$ cat src/rtl/pkt_xmtr.sv
// pkt_xmtr: FIFO-buffered serial transmitter sending each byte as a HEAD + body
// 16-bit frame, MSB first, with an optional idle gap between frames.
module pkt_xmtr #(
   parameter logic [7:0] HEAD  = 8'hA5,
   parameter int         DEPTH = 4,
   parameter int         GAP   = 0
) (
   input  logic                     clock,
   input  logic                     reset,
   input  logic [7:0]               data_in,
   input  logic                     writing,
   output logic                     serial_out,
   output logic                     full,
   output logic                     empty,
   output logic                     busy,
   output logic                     dropped,
   output logic [$clog2(DEPTH):0]   count
);
   localparam int AW = $clog2(DEPTH);
   localparam int CW = AW + 1;
   localparam logic [1:0] S_IDLE = 2'd0, S_HEAD = 2'd1, S_BODY = 2'd2, S_GAP = 2'd3;
   logic [7:0]    mem [DEPTH];
   logic [AW-1:0] wr_ptr, rd_ptr;
   logic [1:0]    state;
   logic [2:0]    bit_cnt;
   logic [7:0]    shreg;
   logic [3:0]    gap_cnt;
   logic          wr, pop, body_end, gap_end;
   assign full     = count == CW'(DEPTH);
   assign empty    = count == '0;
   assign busy     = state != S_IDLE;
   assign wr       = writing && !full;
   assign body_end = state == S_BODY && bit_cnt == 3'd0;
   assign gap_end  = state == S_GAP && gap_cnt == 4'd1;
   // a new frame starts from idle, from the last gap clock, or back-to-back when GAP is 0
   assign pop      = !empty && (state == S_IDLE || gap_end || (body_end && GAP == 0));
   always_ff @(posedge clock) begin
      if (wr) mem[wr_ptr] <= data_in;
   end
   always_ff @(posedge clock or negedge reset) begin
      if (!reset) begin
         wr_ptr     <= '0;
         rd_ptr     <= '0;
         count      <= '0;
         dropped    <= 1'b0;
         serial_out <= 1'b0;
         state      <= S_IDLE;
         bit_cnt    <= 3'd0;
         shreg      <= 8'd0;
         gap_cnt    <= 4'd0;
      end else begin
         dropped <= writing && full;
         count   <= count + CW'(wr) - CW'(pop);
         if (wr) wr_ptr <= wr_ptr + AW'(1);
         if (pop) begin
            rd_ptr     <= rd_ptr + AW'(1);
            shreg      <= mem[rd_ptr];
            serial_out <= HEAD[7];
            bit_cnt    <= 3'd1;
            state      <= S_HEAD;
         end else begin
            case (state)
               S_HEAD: begin
                  serial_out <= bit_cnt == 3'd0 ? shreg[7] : HEAD[3'd7 - bit_cnt];
                  bit_cnt    <= bit_cnt + 3'd1;
                  if (bit_cnt == 3'd0) state <= S_BODY;
               end
               S_BODY: begin
                  serial_out <= bit_cnt == 3'd0 ? 1'b0 : shreg[3'd7 - bit_cnt];
                  bit_cnt    <= bit_cnt == 3'd0 ? 3'd0 : bit_cnt + 3'd1;
                  gap_cnt    <= 4'(GAP);
                  if (bit_cnt == 3'd0) state <= GAP == 0 ? S_IDLE : S_GAP;
               end
               S_GAP: begin
                  serial_out <= 1'b0;
                  gap_cnt    <= gap_cnt - 4'd1;
                  if (gap_cnt == 4'd1) state <= S_IDLE;
               end
               default: serial_out <= 1'b0;
            endcase
         end
      end
   end
endmodule

$ cat config.mk
export PLATFORM = sky130hd
export DESIGN_NAME = pkt_xmtr
export DESIGN_NICKNAME = d
export VERILOG_FILES = /design/src/rtl/pkt_xmtr.sv
export SDC_FILE = /design/constraint.sdc
export NUM_CORES = 1
export LEC_CHECK = 0
export ABC_AREA = 0
export CORE_ASPECT_RATIO = 0.75
export CORE_UTILIZATION = 40
export CTS_BUF_LIST = sky130_fd_sc_hd__clkbuf_16
export CTS_CLUSTER_DIAMETER = 50
export DETAILED_ROUTE_END_ITERATION = 12
export PLACE_DENSITY = 0.7
export RECOVER_POWER = 25
export SETUP_SLACK_MARGIN = 0.3
export SLEW_MARGIN = 20
export SYNTH_ARGS = -nofsm -noshare
export SYNTH_HDL_FRONTEND = slang
export SYNTH_SLANG_ARGS = --single-unit
$ cat constraint.sdc
create_clock -name clock -period 5.5 [get_ports clock]
set_input_delay 1.1 -clock clock [delete_from_list [all_inputs] [get_ports clock]]
set_output_delay 1.1 -clock clock [all_outputs]
set_load 0.005 [all_outputs]
=== Word-level counts from Yosys, hierarchy flattened ===
Memories as Yosys holds them, arrays and structs flattened. A register that Yosys moved wholly into a read port is not among the register bits.
Index checks and enable logic that the tools add are counted.

* Bits in registers: 18
* Output and inout port bits: 8
* Bits in read-only memories: 8
* Memory bits (writable): 32
* Memories: 2
* Bits of input ports: 11

* Muxes and demuxes: 18
* Reduce and logical (&&, ||, !) cells: 19
* Equal/unequal tests: 8
* Bitwise logic cells: 1
* Order comparisons: 1
* $add $sub $neg: 7

{| class="wikitable"
|+ Memory list
! memory !! words !! bits a word !! read ports !! clocked after Yosys merged registers in !! wr ports !! line !! source
|-
| mem || 4 || 8 || 1 || 1 || 1 || 22 || <nowiki>logic [7:0] mem [DEPTH];</nowiki>
|-
| (no name shown) || 8 || 1 || 1 || 0 || 0 || 64 || <nowiki>serial_out <= bit_cnt == 3'd0 ? shreg[7] : HEAD[3'd7 - bit_cnt];</nowiki>
|}

{| class="wikitable"
|+ Operators with widths
! operator !! number
|-
| 2-bit 2-to-1 mux || 4
|-
| 4-bit case mux with 2 select lines || 1
|-
| 1-bit 2-to-1 mux || 7
|-
| 3-bit logical NOT || 2
|-
| 3-bit 2-to-1 mux || 2
|-
| 3-bit by 2-bit inequality test with 1-bit output, second input constant || 2
|-
| 2-bit case mux with 3 select lines || 1
|-
| 3-bit case mux with 2 select lines || 1
|-
| 1-bit logical AND || 5
|-
| 2-bit by 1-bit adder with 2-bit output, second input constant || 2
|-
| 2-bit == test, second input constant || 2
|-
| 4-bit by 1-bit == test with 1-bit output, second input constant || 1
|-
| 3-bit by 4-bit < comparator with 1-bit output, second input constant || 1
|-
| 4-bit AND reduction || 1
|-
| 2-bit nonzero test || 2
|-
| 4-bit nonzero test || 1
|-
| 4-bit by 1-bit subtractor with 4-bit output, second input constant || 1
|-
| 3-bit by 1-bit adder with 3-bit output || 1
|-
| 3-bit by 1-bit adder with 3-bit output, second input constant || 1
|-
| 1-bit binary-select mux with 3-bit select || 1
|-
| 3-bit == test, second input constant || 1
|-
| 1-bit logical NOT || 3
|-
| 3-bit inequality test, second input constant || 1
|-
| 3-bit nonzero test || 1
|-
| other kinds (8) || 9
|}

=== Longest topological paths before layout ===
Gate-level depths: netlist of the first run.

* Word-level depth: 7
* Gate-level depth with buffers: 12
* Mapped depth without buffers: 9

=== Worst setup path after synthesis of the first run ===
No wires, ideal clock.

* Path type: reg2reg
* From: register bit_cnt[0]
* To: register count[2]
* Clock period less this slack: 2.575 ns
* Data arrival time: 2.452 ns
* Path buffers: 2
* Setup time: 0.123 ns
* Cell stages (with the launch flop): 12
* Setup slack: 2.925 ns
* Cells stage by stage: dfrtp_1 > inv_1 > ha_1 > and3b_1 > o31a_1 > buf_6 > buf_8 > ha_1 > inv_1 > ha_1 > fa_1 > xnor2_1

* Word-level cells in the longest chain between the ends: 5

{| class="wikitable"
|+ Ends and longest elaborated chain
! element !! line !! source
|-
| start: declaration || 25 || <nowiki>logic [2:0] bit_cnt;</nowiki>
|-
| start signal: assignment || 65 || <nowiki>bit_cnt <= bit_cnt + 3'd1;</nowiki>
|-
| start signal: assignment || 70 || <nowiki>bit_cnt <= bit_cnt == 3'd0 ? 3'd0 : bit_cnt + 3'd1;</nowiki>
|-
| 3-bit logical NOT || 33 || <nowiki>assign body_end = state == S_BODY && bit_cnt == 3'd0;</nowiki>
|-
| 1-bit logical AND || 33 ||
|-
| 1-bit logical OR || 36 || <nowiki>assign pop = !empty && (state == S_IDLE || gap_end || (body_end && GAP == 0));</nowiki>
|-
| 1-bit logical AND || 36 ||
|-
| named net pop || 28 || <nowiki>logic wr, pop, body_end, gap_end;</nowiki>
|-
| 3-bit by 1-bit subtractor with 3-bit output || 53 || <nowiki>count <= count + CW'(wr) - CW'(pop);</nowiki>
|-
| end signal: assignment || 53 ||
|-
| end: declaration || 17 || <nowiki>output logic [$clog2(DEPTH):0] count</nowiki>
|}

The timed path passes the listed nets, and every way through them passes these cells.
A chain may end at the register's enable or synchronous reset.

=== Final worst setup path of the first run ===
* From: register state[0]
* To: register count[1]

* Word-level cells in the longest chain between the ends: 6
* Elaborated cells on any way between the ends: 9
* Classes of those cells: 1 x add/sub; 2 x eq/ne; 6 x reduce/logical

{| class="wikitable"
|+ Ends and longest elaborated chain
! element !! line !! source
|-
| start: declaration || 24 || <nowiki>logic [1:0] state;</nowiki>
|-
| start signal: assignment || 72 || <nowiki>if (bit_cnt == 3'd0) state <= GAP == 0 ? S_IDLE : S_GAP;</nowiki>
|-
| 2-bit == test || 34 || <nowiki>assign gap_end = state == S_GAP && gap_cnt == 4'd1;</nowiki>
|-
| 1-bit logical AND || 34 ||
|-
| 1-bit logical OR || 36 ||
|-
| 1-bit logical OR (*) || 36 ||
|-
| 1-bit logical AND (*) || 36 ||
|-
| 3-bit by 1-bit subtractor with 3-bit output (*) || 53 ||
|}

Mark *: on every way between the ends. The rest lies on a longest branch, timed or not.

==> results of run 1 <==
critical path, delay by kind of cell, from the launching register on:
| kind | cells | cell delay [ns] |
|---|---|---|
| simple gates | 1 | 0.23 |
| flops | 1 | 0.42 |
| compound gates | 1 | 0.72 |
| buf+inv | 2 | 0.16 |
| fa+ha+maj | 4 | 1.31 |
per-layer routing:
metal / track usage (%) / vias to the layer above
met2: 21.1 / 21
met4: 5.47 / 0
met3: 6.56 / 6
li1: - / 709
met5: 0 / -
met1: 19.6 / 703
where the power goes:
group          internal [mW]  switching (mW)
clock                  0.399           0.202
sequential             0.612           0.120
combinational          0.390           0.336
total                   1.40           0.658
logic make-up (layout without fill, tap and decap cells):
family | count (synthesis) | count (layout) | share of synthesized area, %
flops | 58 | 58 | 60.4
simple gates | 32 | 32 | 6.24
mux | 23 | 23 | 13.9
buf+inv | 23 | 52 | 4.04
compound gates | 21 | 21 | 5.58
fa+ha+maj | 16 | 16 | 7.79
xor+xnor | 6 | 6 | 1.97
state kept, by name (all words and copies together) (netlist names):
signal      flops
mem            32
shreg           8
gap_cnt         4
bit_cnt         3
count           3
rd_ptr          2
state           2
wr_ptr          2
dropped         1
serial_out      1
area by class of cell:
cell class | count | area [µm²]
clock buffer | 9 | 225
multi-input combinational | 98 | 947
tap | 81 | 101
fill | 549 | 3150
sequential | 58 | 1610
inverter | 17 | 63.8
clock inverter | 7 | 101
timing repair buffer | 19 | 184
worst max-delay path by stage:
stage	to
2_1_floorplan	count[2]$_DFF_PN0_
3_3_place_gp	count[2]$_DFF_PN0_
3_5_place_dp	count[2]$_DFF_PN0_
4_1_cts	count[1]$_DFF_PN0_
5_1_grt	count[1]$_DFF_PN0_
6_report	count[1]$_DFF_PN0_
cell usage in the layout, fill, tap and decap left out, types with 4 or more instances in the layout:
cell / n
edfxtp_1: 32
dfrtp_1: 26
inv_1: 17
ha_1: 15
clkdlybuf4s50_1: 15
mux4_2: 10
nand2_1: 9
mux2_2: 9
clkbuf_16: 9
nor2_1: 8
o21ai_0: 6
and3_1: 5
xnor2_1: 4
==> results.toml, run 1 <==
[drt]
drc = 0
met3_length_um = 164
met2_length_um = 2040
drt-total-wl_um = 4440
wire_per_inst_um = 15.4
drt_iter0_markers = 45
wl_met1_um = 2200
first_pass_iters = 4
viasPerCell = 4.98
drtAntennaViolNets = 0
dr.max_layer_used = "met4"
vias = 1439

[cts]
cts_max_path_buffers = 2
htreeDepth = 3
hold_buffers = 0
postCtsSetupBuffers = 0
cts_sinks = 58
cts_tree = "yes"
clock_latency_ns = 0.33
clk_pin_slew_ns = 0.05
numCtsBuffers = 9
ctsResizeCount = 0
clock_tree.root_cell = "clkbuf_16"

[final_layout]
final_util_pct = 50.7
area.growth.synth_to_final_pct = 21.3
fin_cells = 289
layout.nets = 230
diodes = 0
fin_area_mm2 = 0.00323
drive_gt1_share_pct = 18.3

[min_path]
min-delay-path-class = "reg2reg"
hold_start = "shreg[1]$_DFFE_PN0P_"
hold_end = "shreg[1]$_DFFE_PN0P_"
hold_path_depth = 1

[global_routing]
grt_max_degree = 27
overflow = 0
grt_pass1_wl_um = 7210
grtUsageTotal_pct = 14.7
antenna_found_initial = 0
grt_pass1_vias = 1467

[sta]
timing.slew.headroom_pct = 6.98
setup_ws_ns = 2.54
drv_slew = 0
whs_ns = 0.506
setup-tns-final_ns = 0
hold_violations = 0
min_period_ns = 2.96
worst_pin_slew_ns = 1.40
fin_crit_sh_pct = 53.9
grt_setup_unrepaired = "false"
fmax_ghz = 0.337
setup_viol = 0
fin_skew_ns = 0.00579

[yosys]
synth_flop_cell = "edfxtp_1"
synth_cell_types = 39
synthesis.area_mm2 = 0.00267
post-synth-top-count-cell = "edfxtp_1"
synth_fp_nets = 206
synth_cells = 179
synth_edf_count = 32
yosysSeqAreaShare_pct = 60.4
synth.area.top_cells = "edfxtp_1, dfrtp_1, mux4_2"
ys_ff_latch = 58
async_flop_share_pct = 44.8
syn_avg_cell_area_um2 = 14.9
ys_warn_count = 0
synth_top_area_share_pct = 36.0
synth_area_leader_cell = "edfxtp_1"
synth_common_cells = "edfxtp_1, dfrtp_1, inv_1"

[power_and_ir_drop]
power_mw = 2.06
power_density_mw_per_mm2 = 637
p_leak_nw = 1.30
ir_drop_mv = 0.324

[placement]
place_congestion = 0.727
io_buffers = 18
placed_area_mm2 = 0.00291
dp_hpwl_um = 2920
pre_cts_slack_ns = 2.44
placed_cells = 273

[critical_path]
r2r_end = "count[1]$_DFF_PN0_"
critPathLaunchType = "register"
crit_top_cell = "ha_1"
rrSetupSlack_ns = 2.54
path_cells = "inv_1, ha_1, and3b_1, o31a_1, ha_1, inv_1, ha_1, fa_1"
reg2regPathDepth = 8
crit_fanout = 19
r2r_start = "state[0]$_DFFE_PN0P_"
timing.critical_path.slowest_cell_delay_ns = 0.72
critPathRequiredTime_ns = 5.70
crit_start = "state[0]$_DFFE_PN0P_"
cp.arrival_ns = 3.16
cp-end-kind = "register"
crit_type = "reg2reg"
crit_slowest_cell = "o31a_1"

[run]
maxCapViolCount = 0

[die]
core_area_mm2 = 0.00638
die_w_um = 96.3
row_count = 25
die_y_um = 72.7
start_util_pct = 41.8
dieArea_mm2 = 0.00700
num_io_pins = 19

[status]
status = "complete, no violations"
No activity file was read; power rests on OpenSTA's default activity.
==> run 2: changes to the inputs <==
clock period = 2.8 ns   (was 5.5 ns; I/O delays follow)
==> run 2 against run 1 <==
Against the previous run:
- register-to-register slack worse by 2.1 ns
- first-iteration DRC count unchanged
- critical path depth down 5
- sequential share of layout area down 0.65 points
- utilization up 0.71 points
- flip-flop and latch count unchanged
- hold slack worse by 0.0052 ns
- highest routed layer unchanged
- cell area up 1.4%
- non-clock buffer count up 3
- wire length up 2.8%
==> results.toml, run 2 (synthesis results as in run 1) <==
[drt]
drc = 0
viasPerCell = 4.99
drt-total-wl_um = 4570
vias = 1458
wire_per_inst_um = 15.6
drtAntennaViolNets = 0
first_pass_iters = 5
drt_iter0_markers = 45

[placement]
dp_hpwl_um = 3060
io_buffers = 18
place_congestion = 0.788
pre_cts_slack_ns = 0.350

[power_and_ir_drop]
pwr-share-seq_pct = 34.4
p_clk_share_pct = 29.9
p_leak_nw = 1.33
switching_share_pct = 31.1
switching_power_mw = 1.30
p_int_mw = 2.87
power_frac_comb_pct = 35.6
power_density_mw_per_mm2 = 1270
ir_drop_mv = 0.645

[die]
num_io_pins = 19
die_w_um = 96.3
core_area_mm2 = 0.00638
dieArea_mm2 = 0.00700
die_y_um = 72.7
start_util_pct = 41.8
row_count = 25

[sta]
fmax_ghz = 0.422
grt_setup_unrepaired = "false"
drv_slew = 0
setup-tns-final_ns = 0
hold_violations = 0
setup_viol = 0
setup_ws_ns = 0.428
worst_pin_slew_ns = 1.39
min_period_ns = 2.37
fin_skew_ns = 0.00604
fin_crit_sh_pct = 84.7
timing.slew.headroom_pct = 7.42

[cts]
cts_sinks = 58
clock_tree.root_cell = "clkbuf_16"
cts_tree = "yes"
clock_latency_ns = 0.32
htreeDepth = 3
clk_pin_slew_ns = 0.05
hold_buffers = 0
numCtsBuffers = 9
cts_max_path_buffers = 2

[critical_path]
path_cells = "or3_1, inv_1, clkdlybuf4s50_1"
crit_type = "reg2out"
critPathLaunchType = "register"
critPathRequiredTime_ns = 2.24
cp.arrival_ns = 1.81
timing.critical_path.slowest_cell_delay_ns = 0.50
crit_family = "buffers and inverters"
path_buf_inv = 2
crit_slowest_cell = "clkdlybuf4s50_1"
cp-end-kind = "output pin"
crit_fanout = 5

[global_routing]
grt_pass1_wl_um = 7690
grtUsageTotal_pct = 15.7
antenna_found_initial = 0
grt_pass1_vias = 1514
grt_max_degree = 27
overflow = 0

[final_layout]
drive_gt1_share_pct = 20.9
final_common_cell = "edfxtp_1"
final_cell_mix = "edfxtp_1, dfrtp_1, inv_1, clkdlybuf4s50_1, ha_1"
regMostFlops = "mem"
final-seq-area_mm2 = 0.00161
multiInputGateArea_um2 = 952
diodes = 0
layout.nets = 233
fill_cells = 557
largest_reg_flops = 32
reg_top3 = "mem (32), shreg (8), gap_cnt (4)"
area.growth.synth_to_final_pct = 23.0

[status]
status = "complete, no violations"

[min_path]
min-delay-path-class = "reg2reg"

[run]
maxCapViolCount = 0
## run 2: power groups by stage
stage               combinational, mW  sequential [mW]  clock [mW]
CTS                              1.49             1.45        1.27
finish                           1.49             1.44        1.25
detailed placement               1.46             1.46           0
global placement                 1.43             1.45           0
global route                     1.67             1.48        1.31
floorplan                        1.21             1.35           0
## run 2: path summary, 6_finish.rpt
check                                             from                endpoint  slack [ns]  cells after the start
min in group asynchronous                        reset  bit_cnt[2]$_DFFE_PN0P_        1.08                      2
worst min-delay path              shreg[4]$_DFFE_PN0P_    shreg[4]$_DFFE_PN0P_        0.50                      1
worst min register to register    shreg[4]$_DFFE_PN0P_    shreg[4]$_DFFE_PN0P_        0.50                      1
worst max register to register  bit_cnt[1]$_DFFE_PN0P_      count[1]$_DFF_PN0_        0.45                      8
max in group asynchronous                        reset  bit_cnt[0]$_DFFE_PN0P_        0.80                      2
worst max-delay path                count[1]$_DFF_PN0_                   empty        0.43                      3
## run 2: worst register-to-register path: stages, from the launching register on
cell     delay [ns]
dfrtp_1        0.44
inv_1          0.07
ha_1           0.25
and3b_1        0.21
o31a_1         0.27
ha_1           0.28
inv_1          0.05
ha_1           0.20
fa_2           0.52
## run 2: stage by stage
| stage | total power, mW | utilization [%] | hold WS [ns] | instance area [µm²] | std cells |
|---|---|---|---|---|---|
| 2_1_floorplan | 2.55 | - | 0.264 | 2680 | 179 |
| 3_3_place_gp | 2.88 | 45.9 | 0.488 | 2930 | 275 |
| 3_5_place_dp | 2.92 | 45.9 | 0.492 | 2930 | 275 |
| 4_1_cts | 4.21 | 51.3 | 0.503 | 3270 | 291 |
| 5_1_grt | 4.45 | 51.4 | 0.531 | 3280 | 292 |
| 6_report | 4.17 | 51.4 | 0.501 | 3280 | 292 |
## run 2: area by class of cell
class,instances,area share [%]
Timing Repair Buffer,22,6.30
Inverter,17,1.95
Tap cell,81,3.09
Sequential cell,58,49.2
Multi-Input combinational cell,98,29.0
Clock buffer,9,6.87
Clock inverter,7,3.59
## run 2: what timing repair did
item / 4_1_cts / 5_1_grt
setup endpoints to repair: 0 / 2
buffers inserted: 0 / 1
gates resized for setup: 0 / 1
## run 2: metal layers
layer  up-vias  GRT usage [%]  routed length, µm
met2        32           22.1               2050
li1        707              -                  -
met5         -              0                  0
met4         0           6.97                 74
met3        11           5.94                183
met1       708           21.8               2260
